==> src/rtl/regfile_write_arbiter_pkg.sv <==
// regfile_write_arbiter_pkg: shared request entry and write-source types for the write-port arbiter.
package regfile_write_arbiter_pkg;
  typedef struct packed {
    logic [4:0]  rd;
    logic [31:0] data;
  } regwrite_req_type;
  typedef enum logic [1:0] {WR_NONE, WR_WB, WR_AUX} write_src_type;
endpackage

==> src/rtl/regwrite_fifo.sv <==
// regwrite_fifo: strict-order buffer of aux write requests with a per-entry valid/rd view for hazard masks.
module regwrite_fifo
  import regfile_write_arbiter_pkg::*;
#(
  parameter int DEPTH = 2
) (
  input  logic                       clk,
  input  logic                       rst,
  input  logic                       push,
  input  regwrite_req_type           din,
  input  logic                       pop,
  output regwrite_req_type           head,
  output logic [$clog2(DEPTH):0]     count,
  output logic                       empty,
  output logic [DEPTH-1:0]           valid,
  output logic [DEPTH-1:0][4:0]      rds
);
  localparam int AW = $clog2(DEPTH);
  regwrite_req_type mem [DEPTH];
  logic [AW-1:0] rd_ptr, wr_ptr;
  logic full, do_push, do_pop;
  assign full    = count == (AW+1)'(DEPTH);
  assign empty   = count == '0;
  assign do_push = push && !full;
  assign do_pop  = pop && !empty;
  assign head    = mem[rd_ptr];
  for (genvar i = 0; i < DEPTH; i++) begin : g_view
    assign valid[i] = {1'b0, AW'(i) - rd_ptr} < count;
    assign rds[i]   = mem[i].rd;
  end
  always_ff @(posedge clk)
    if (do_push) mem[wr_ptr] <= din;
  always_ff @(posedge clk or negedge rst)
    if (!rst) begin
      rd_ptr <= '0;
      wr_ptr <= '0;
      count  <= '0;
    end else begin
      if (do_push) wr_ptr <= wr_ptr + 1'b1;
      if (do_pop) rd_ptr <= rd_ptr + 1'b1;
      count <= (do_push && !do_pop) ? count + 1'b1 : (!do_push && do_pop) ? count - 1'b1 : count;
    end
endmodule

==> src/rtl/regfile_write_arbiter.sv <==
// regfile_write_arbiter: shares the register-file write port between write-back (primary) and a buffered
// aux requester, forcing a one-cycle pipeline stall when the aux head starves for MAX_WAIT cycles.
module regfile_write_arbiter
  import regfile_write_arbiter_pkg::*;
#(
  parameter int FIFO_DEPTH = 2,
  parameter int MAX_WAIT   = 4
) (
  input  logic        clk,
  input  logic        rst,
  input  logic        wb_RegWrite,
  input  logic [4:0]  wb_rd,
  input  logic [31:0] wb_data,
  input  logic        aux_valid,
  output logic        aux_ready,
  input  logic [4:0]  aux_rd,
  input  logic [31:0] aux_data,
  output logic        RegWrite,
  output logic [4:0]  write_id,
  output logic [31:0] write_data,
  output logic        pipe_stall,
  output logic [31:0] aux_pending
);
  localparam int CW = $clog2(FIFO_DEPTH) + 1;
  localparam int WW = $clog2(MAX_WAIT) + 1;
  regwrite_req_type head;
  logic [CW-1:0] count;
  logic empty, wb_req, push, pop;
  logic [FIFO_DEPTH-1:0] ent_valid;
  logic [FIFO_DEPTH-1:0][4:0] ent_rd;
  logic [WW-1:0] wait_cnt;
  write_src_type src;
  assign wb_req = wb_RegWrite && wb_rd != 5'd0;
  // A stall cycle exists only to drain the head; the WB request is re-presented next cycle.
  assign src = !rst ? WR_NONE
             : (pipe_stall && !empty) ? WR_AUX
             : wb_req ? WR_WB
             : !empty ? WR_AUX : WR_NONE;
  assign pop        = src == WR_AUX;
  assign aux_ready  = rst && count < CW'(FIFO_DEPTH);
  assign push       = aux_valid && aux_ready && aux_rd != 5'd0;
  assign RegWrite   = src != WR_NONE;
  assign write_id   = src == WR_WB ? wb_rd : src == WR_AUX ? head.rd : 5'd0;
  assign write_data = src == WR_WB ? wb_data : src == WR_AUX ? head.data : 32'd0;
  regwrite_fifo #(.DEPTH(FIFO_DEPTH)) u_fifo (
    .clk(clk), .rst(rst), .push(push), .din('{rd: aux_rd, data: aux_data}), .pop(pop),
    .head(head), .count(count), .empty(empty), .valid(ent_valid), .rds(ent_rd)
  );
  always_comb begin
    aux_pending = '0;
    for (int i = 0; i < FIFO_DEPTH; i++)
      if (ent_valid[i]) aux_pending[ent_rd[i]] = 1'b1;
    aux_pending[0] = 1'b0;
  end
  always_ff @(posedge clk or negedge rst)
    if (!rst) begin
      wait_cnt   <= '0;
      pipe_stall <= 1'b0;
    end else begin
      wait_cnt   <= (empty || pop) ? '0 : (wait_cnt == WW'(MAX_WAIT)) ? wait_cnt : wait_cnt + 1'b1;
      pipe_stall <= !empty && !pop && wait_cnt == WW'(MAX_WAIT - 1);
    end
endmodule

==> config.mk <==
export PLATFORM = sky130hd
export DESIGN_NAME = regfile_write_arbiter
export DESIGN_NICKNAME = d
export VERILOG_FILES = /design/src/rtl/regfile_write_arbiter_pkg.sv /design/src/rtl/regwrite_fifo.sv /design/src/rtl/regfile_write_arbiter.sv
export SDC_FILE = /design/constraint.sdc
export NUM_CORES = 1
export LEC_CHECK = 0
export CAP_MARGIN = 10
export CORE_MARGIN = 2
export CORE_UTILIZATION = 48
export CTS_CLUSTER_DIAMETER = 200
export DETAILED_ROUTE_END_ITERATION = 10
export HOLD_SLACK_MARGIN = 0.03
export PLACE_DENSITY_LB_ADDON = 0.3
export SLEW_MARGIN = 0
export SYNTH_ARGS = -nofsm -noshare
export SYNTH_HDL_FRONTEND = slang
export SYNTH_SLANG_ARGS = --single-unit
==> constraint.sdc <==
create_clock -name clk -period 4.5 [get_ports clk]
set_input_delay 0.9 -clock clk [delete_from_list [all_inputs] [get_ports clk]]
set_output_delay 0.9 -clock clk [all_outputs]
set_load 0.005 [all_outputs]
Word-level counts from Yosys, hierarchy flattened
Memory sizes are Yosys's and may differ from the RTL's. Index checks and enable logic that the tools add are counted.

Logic and storage cells: 71. Output and inout port bits: 72. RAM bits: 74. Bits of input ports: 78. Memories kept: 1. Flip-flop bits (word level): 8.

Memory list: u_fifo.mem (depth 2, width 37, read ports 3, clocked after memory_dff 0, write ports 1, RTL line regwrite_fifo.sv:19) `regwrite_req_type mem [DEPTH];`.

Add/subtract/negate cells: 7. Mux-type cells: 20. Bitwise gates (word level): 1. Magnitude comparators: 7. Reduce and logical (&&, ||, !) cells: 24. Equal/unequal tests: 6.

Operator list (count): two-way mux 32 bit (4); OR 32 bit (1); logical AND 1 bit (13); less-than comparator 5 x 6 -> 1 bit (second input constant) (2); two-way mux 2 bit (6); demux 1 bit (select 5 bit) (2); >= comparator 5 x 1 -> 1 bit (second input constant) (2); two-way mux 5 bit (2); nonzero test 5 bit (2); two-way mux 3 bit (2); logical NOT 1 bit (5); == test 2 bit (second input constant) (2); less-than comparator 1 x 2 -> 1 bit (2); two-way mux 1 bit (4); nonzero test 2 bit (2); adder 3 x 1 -> 3 bit (second input constant) (1); == test 3 x 2 -> 1 bit (second input constant) (1); == test 3 bit (second input constant) (1); adder 1 bit (second input constant) (2); adder 2 x 1 -> 2 bit (second input constant) (1); == test 2 x 1 -> 1 bit (second input constant) (1); logical NOT 2 bit (1); less-than comparator 2 bit (second input constant) (1); inequality test 2 bit (second input constant) (1); other kinds (3) (4).

Longest topological paths before layout
Word-level depth: 10. Gate-level depth with buffers: 10. Depth with buffers taken out: 7.

By module
From an unflattened synthesis, not the netlist that was laid out.

Cells, all modules: 296. Area total of the unflattened synthesis: 4159.0 um^2.

By module, submodules not included: regwrite_fifo (cells an instance 149, times used 1, area each 2986.6 um^2); regfile_write_arbiter (cells an instance 147, times used 1, area each 1172.4 um^2).

Worst setup path before layout
OpenSTA, ideal clock, no wires.

Path type: input-to-reg. Start: input rst. End: memory u_fifo.mem[0][0] in the netlist's numbering (enable). Data arrival time: 2.809 ns. Path buffers: 0. Cell stages on the path: 3. Slack: 1.260 ns. Cells stage by stage: nor2b_1 > o211ai_1 > nor2_1.

Word-level cells in the longest chain between the ends: 6.

Ends and longest elaborated chain: start: declaration (RTL line regfile_write_arbiter.sv:10) `input logic rst,`; logical AND 1 bit (RTL line regfile_write_arbiter.sv:40) `assign aux_ready = rst && count < CW'(FIFO_DEPTH);`; logical AND 1 bit (2 in series) (RTL line regfile_write_arbiter.sv:41) `assign push = aux_valid && aux_ready && aux_rd != 5'd0;`; logical AND 1 bit (RTL line regwrite_fifo.sv:24) `assign do_push = push && !full;`; two-way mux 1 bit (RTL line regwrite_fifo.sv:32) `if (do_push) mem[wr_ptr] <= din;`; two-way mux 1 bit (implied by the code) (RTL line regwrite_fifo.sv:32); end: declaration (RTL line regwrite_fifo.sv:19).

Every way passes these cells.

Final worst setup path
Start: input wb_rd[3]. End: output write_data[2].

Word-level cells in the longest chain between the ends: 8. Elaborated cells on any way between the ends: 9. Classes of those cells: eq/ne (2); mux (5); reduce/logical (2).

Ends and longest elaborated chain: start: declaration (RTL line regfile_write_arbiter.sv:12) `input logic [4:0] wb_rd,`; nonzero test 5 bit * (RTL line regfile_write_arbiter.sv:33) `assign wb_req = wb_RegWrite && wb_rd != 5'd0;`; logical AND 1 bit * (RTL line regfile_write_arbiter.sv:33); two-way mux 2 bit * (RTL line regfile_write_arbiter.sv:37) `: wb_req ? WR_WB`; two-way mux 2 bit * (RTL line regfile_write_arbiter.sv:36) `: (pipe_stall && !empty) ? WR_AUX`; two-way mux 2 bit * (RTL line regfile_write_arbiter.sv:35) `assign src = !rst ? WR_NONE`; == test 2 bit (RTL line regfile_write_arbiter.sv:44) `assign write_data = src == WR_WB ? wb_data : src == WR_AUX ? head.data : 32'd0;`; two-way mux 32 bit (RTL line regfile_write_arbiter.sv:44); two-way mux 32 bit * (RTL line regfile_write_arbiter.sv:44); end: declaration (RTL line regfile_write_arbiter.sv:20) `output logic [31:0] write_data,`.

Mark *: on every way between the ends. The rest lies on a longest branch, timed or not.

==> out/metrics.csv <==
stage,metric,value,unit
sta,maximum clock rate,0.254,GHz
drt,via total after detailed routing,3236,
cells_and_area,ratio of cells with drive above 1 in the final layout,15.7,%
place,half-perimeter wire length after detailed placement,7090,µm
global_route,pin count of the biggest net entering global routing,39,
synth,yosys warns,0,
floorplanning,vertical extent of the die,96.0,µm
place,PortBufs,148,
drt,iteration count of the initial detailed-routing pass,4,
global_route,final global-route overflow total,0,
critical_path,launching element type of the critical path,primary input,
synth,top_reg_cell synth,sky130_fd_sc_hd__edfxtp_1,
clock_tree,Root Buffer,sky130_fd_sc_hd__clkbuf_8,
clock_tree,"Clk pin slew, worst setup/hold paths",80,ps
sta,final critical-path share of the clock period,87.5,%
synth,synthesized flop and latch total,82,
sta,worst rel slew slack,51.2,%
sta,Setup TNS,0,ps
critical_path,maximum fanout along the worst path,38,
place,Placed Area,5670,µm²
drt,average wire length per cell after detail routing,18.6,µm
drt,routed wire length,10100,µm
clock_tree,clock sink count,82,
run,max capacitance violation total,0,
cells_and_area,"commonest non-fill, non-tap cells in the layout","sky130_fd_sc_hd__clkdlybuf4s50_1 (148), sky130_fd_sc_hd__edfxtp_1 (74), sky130_fd_sc_hd__a32o_1 (37), sky130_fd_sc_hd__mux2_2 (35), sky130_fd_sc_hd__o22ai_1 (31)",
cells_and_area,fill cell instance count of the final layout,563,
synth,Avg Inst Size Synth,13.9,µm²
synth,count of distinct cell types in the synthesized netlist,38,
critical_path,crit end category,output port,
floorplanning,starting utilization of the core area,49.5,%
floorplanning,core region area,8220,µm²
critical_path,required time of the critical path,3600,ps
clock_tree,cts hold-fix bufs,0,
synth,area share of the largest cell type after synthesis,54.7,%
clock_tree,number of levels in the clock H-tree,3,
synth,cell count after synthesis,292,
clock_tree,Inserted Clock Buffers,9,
global_route,first-pass GRT wire length,15900,µm
power_and_ir_drop,worst ir drop on vdd,232,µV
synth,dominant cells by area after synthesis,"sky130_fd_sc_hd__edfxtp_1 (55%), sky130_fd_sc_hd__mux2_2 (9.7%), sky130_fd_sc_hd__a32o_1 (9.1%), sky130_fd_sc_hd__dfrtp_1 (4.9%), sky130_fd_sc_hd__o22ai_1 (4.8%)",
power_and_ir_drop,"sum of internal, switching and leakage power",2.57,mW
global_route,number of antenna violations at the first check in global routing,0,
cells_and_area,post-synthesis to final-layout area growth,45.3,%
clock_tree,number of gates resized after cts,0,
sta,slew at the pin with the worst max-slew slack,728,ps
synth,number of enable flip-flop cells after synthesis,74,
drt,number of nets still failing antenna checks after routing,0,
synth,library cell occupying the most area in the post-synthesis netlist,sky130_fd_sc_hd__edfxtp_1,
sta,Setup Viol. Count Final,0,
cells_and_area,"commonest non-fill, non-tap cell in the layout",sky130_fd_sc_hd__clkdlybuf4s50_1,
synth,syn_nets,374,
synth,fraction of the yosys area taken by sequential cells,59.6,%
sta,endpoints failing hold,0,
cells_and_area,combined flip-flop and latch cell area,2420,µm²
critical_path,type of the worst setup path,primary input to output port,
clock_tree,Max clock buf depth,2,
sta,RSZ-0062 raised after global routing,no,
floorplanning,io pins,150,
sta,fin crit period,3940,ps
drt,via-per-instance ratio,5.95,
global_route,vias in the first global route,3191,
place,gp weighted congestion,0.799,
cells_and_area,antenna fix cells,0,
power_and_ir_drop,Leakage Power,1.95,nW
power_and_ir_drop,Pwr per Cell Area,435,nW/µm²
synth,async set or reset register ratio after synthesis,9.76,%
cells_and_area,net count reported at finish,517,
hold_path,worst hold-check path type,flip-flop to flip-flop,
cells_and_area,post-route design area,5910,µm²
drt,1st-iter DRT viols,141,
global_route,overall global routing resource usage,22.8,%
floorplanning,Die Width,96.0,µm
floorplanning,placement row count,33,
clock_tree,clock tree from TritonCTS,yes,
sta,worst setup skew after layout,13.9,ps
run_status,run status,"finished, final reports clean",
floorplanning,Die Footprint,9220,µm²
sta,max-slew violation total from the final report,0,
critical_path,"Data arrival, critical path",3040,ps
synth,"Cell Area, Synth",4070,µm²
cells_and_area,area of the multi-input gates,1510,µm²
clock_tree,post-CTS setup buffers,0,
clock_tree,clock latency reported for the late side of the worst-skew pair,350,ps
drt,DR DRC count,0,
[metal layers]
metal / track usage, % / part of all wire [%]
met3: 4.93 / 7.6
met5: 0 / 0
met4: 9.17 / 1.9
met1: 28.7 / 41
met2: 38.3 / 49
[flip-flops by register name, summed over array words and instances, names as in the netlist]
| signal | cells |
|---|---|
| wait_cnt | 3 |
| pipe_stall | 1 |
| u_fifo.wr_ptr | 1 |
| u_fifo.rd_ptr | 1 |
| u_fifo.count | 2 |
| u_fifo.mem | 74 |
[cells by family (layout without fill, tap and decap cells)]
kind of cell | after synthesis | count (layout) | synth area share [%]
other cells | 1 | 1 | 0.0922
buf+inv | 32 | 179 | 3.85
fa+ha+maj | 4 | 4 | 1.23
compound gates | 90 | 90 | 18.5
simple gates | 43 | 43 | 5.94
flops | 82 | 82 | 59.6
xor+xnor | 5 | 5 | 1.08
mux | 35 | 35 | 9.70
[stage by stage]
stage / std cells / hold slack (ps) / setup slack, ps / util, %
after floorplan: 292 / 528 / 1260 / -
after global placement: 529 / 571 / 586 / 69.0
after detailed placement: 529 / 578 / 569 / 69.0
after CTS: 544 / 595 / 558 / 71.9
after global routing: 544 / 629 / 465 / 71.9
final: 544 / 596 / 562 / 71.9
[synth_stat cells (3+ instances only)]
master and instances:
sky130_fd_sc_hd__edfxtp_1 74, sky130_fd_sc_hd__a32o_1 37, sky130_fd_sc_hd__mux2_2 35, sky130_fd_sc_hd__o22ai_1 31
sky130_fd_sc_hd__clkbuf_1 15, sky130_fd_sc_hd__nand2_1 10, sky130_fd_sc_hd__inv_1 9, sky130_fd_sc_hd__nor2_1 9
sky130_fd_sc_hd__dfrtp_1 8, sky130_fd_sc_hd__nand3b_1 8, sky130_fd_sc_hd__o211ai_1 6, sky130_fd_sc_hd__buf_6 4
sky130_fd_sc_hd__ha_1 4, sky130_fd_sc_hd__nand3_1 4, sky130_fd_sc_hd__o21ai_0 3, sky130_fd_sc_hd__or3b_2 3
sky130_fd_sc_hd__xnor2_1 3
[critical path, stage by stage]
cell and delay (ps):
sky130_fd_sc_hd__clkdlybuf4s50_1 470, sky130_fd_sc_hd__nor2_1 360, sky130_fd_sc_hd__a211o_1 320, sky130_fd_sc_hd__buf_12 240, sky130_fd_sc_hd__a32o_1 200, sky130_fd_sc_hd__clkdlybuf4s50_1 530
[final timing paths]
check | startpoint | endpoint | slack [ps] | cells past startpoint
worst max-delay path | wb_rd[3] | write_data[2] | 560 | 6
worst min-delay path | wait_cnt[0]$_DFFE_PN0P_ | wait_cnt[0]$_DFFE_PN0P_ | 600 | 2
worst max register to register | u_fifo.count[1]$_DFFE_PN0P_ | u_fifo.mem[0][20]$_DFFE_PP_ | 2310 | 4
worst min register to register | wait_cnt[0]$_DFFE_PN0P_ | wait_cnt[0]$_DFFE_PN0P_ | 600 | 2
max in group asynchronous | rst | u_fifo.rd_ptr$_DFFE_PN0P_ | 3430 | 2
min in group asynchronous | rst | wait_cnt[2]$_DFFE_PN0P_ | 880 | 2
[layout make-up]
cell class / count / area share [%]
Clock inverter: 6 / 1.95
Inverter: 9 / 0.572
Sequential cell: 82 / 41.0
Timing Repair Buffer: 155 / 26.6
Multi-Input combinational cell: 178 / 25.5
Tap cell: 105 / 2.22
Clock buffer: 9 / 2.10
[power by group]
part / leakage, nW / switching, mW / internal (mW)
Sequential: 0.771 / 0.0875 / 0.937
Clock: 0.116 / 0.262 / 0.368
Combinational: 1.06 / 0.411 / 0.504
Total: 1.95 / 0.761 / 1.81
Power figures use the tool's default switching activity.
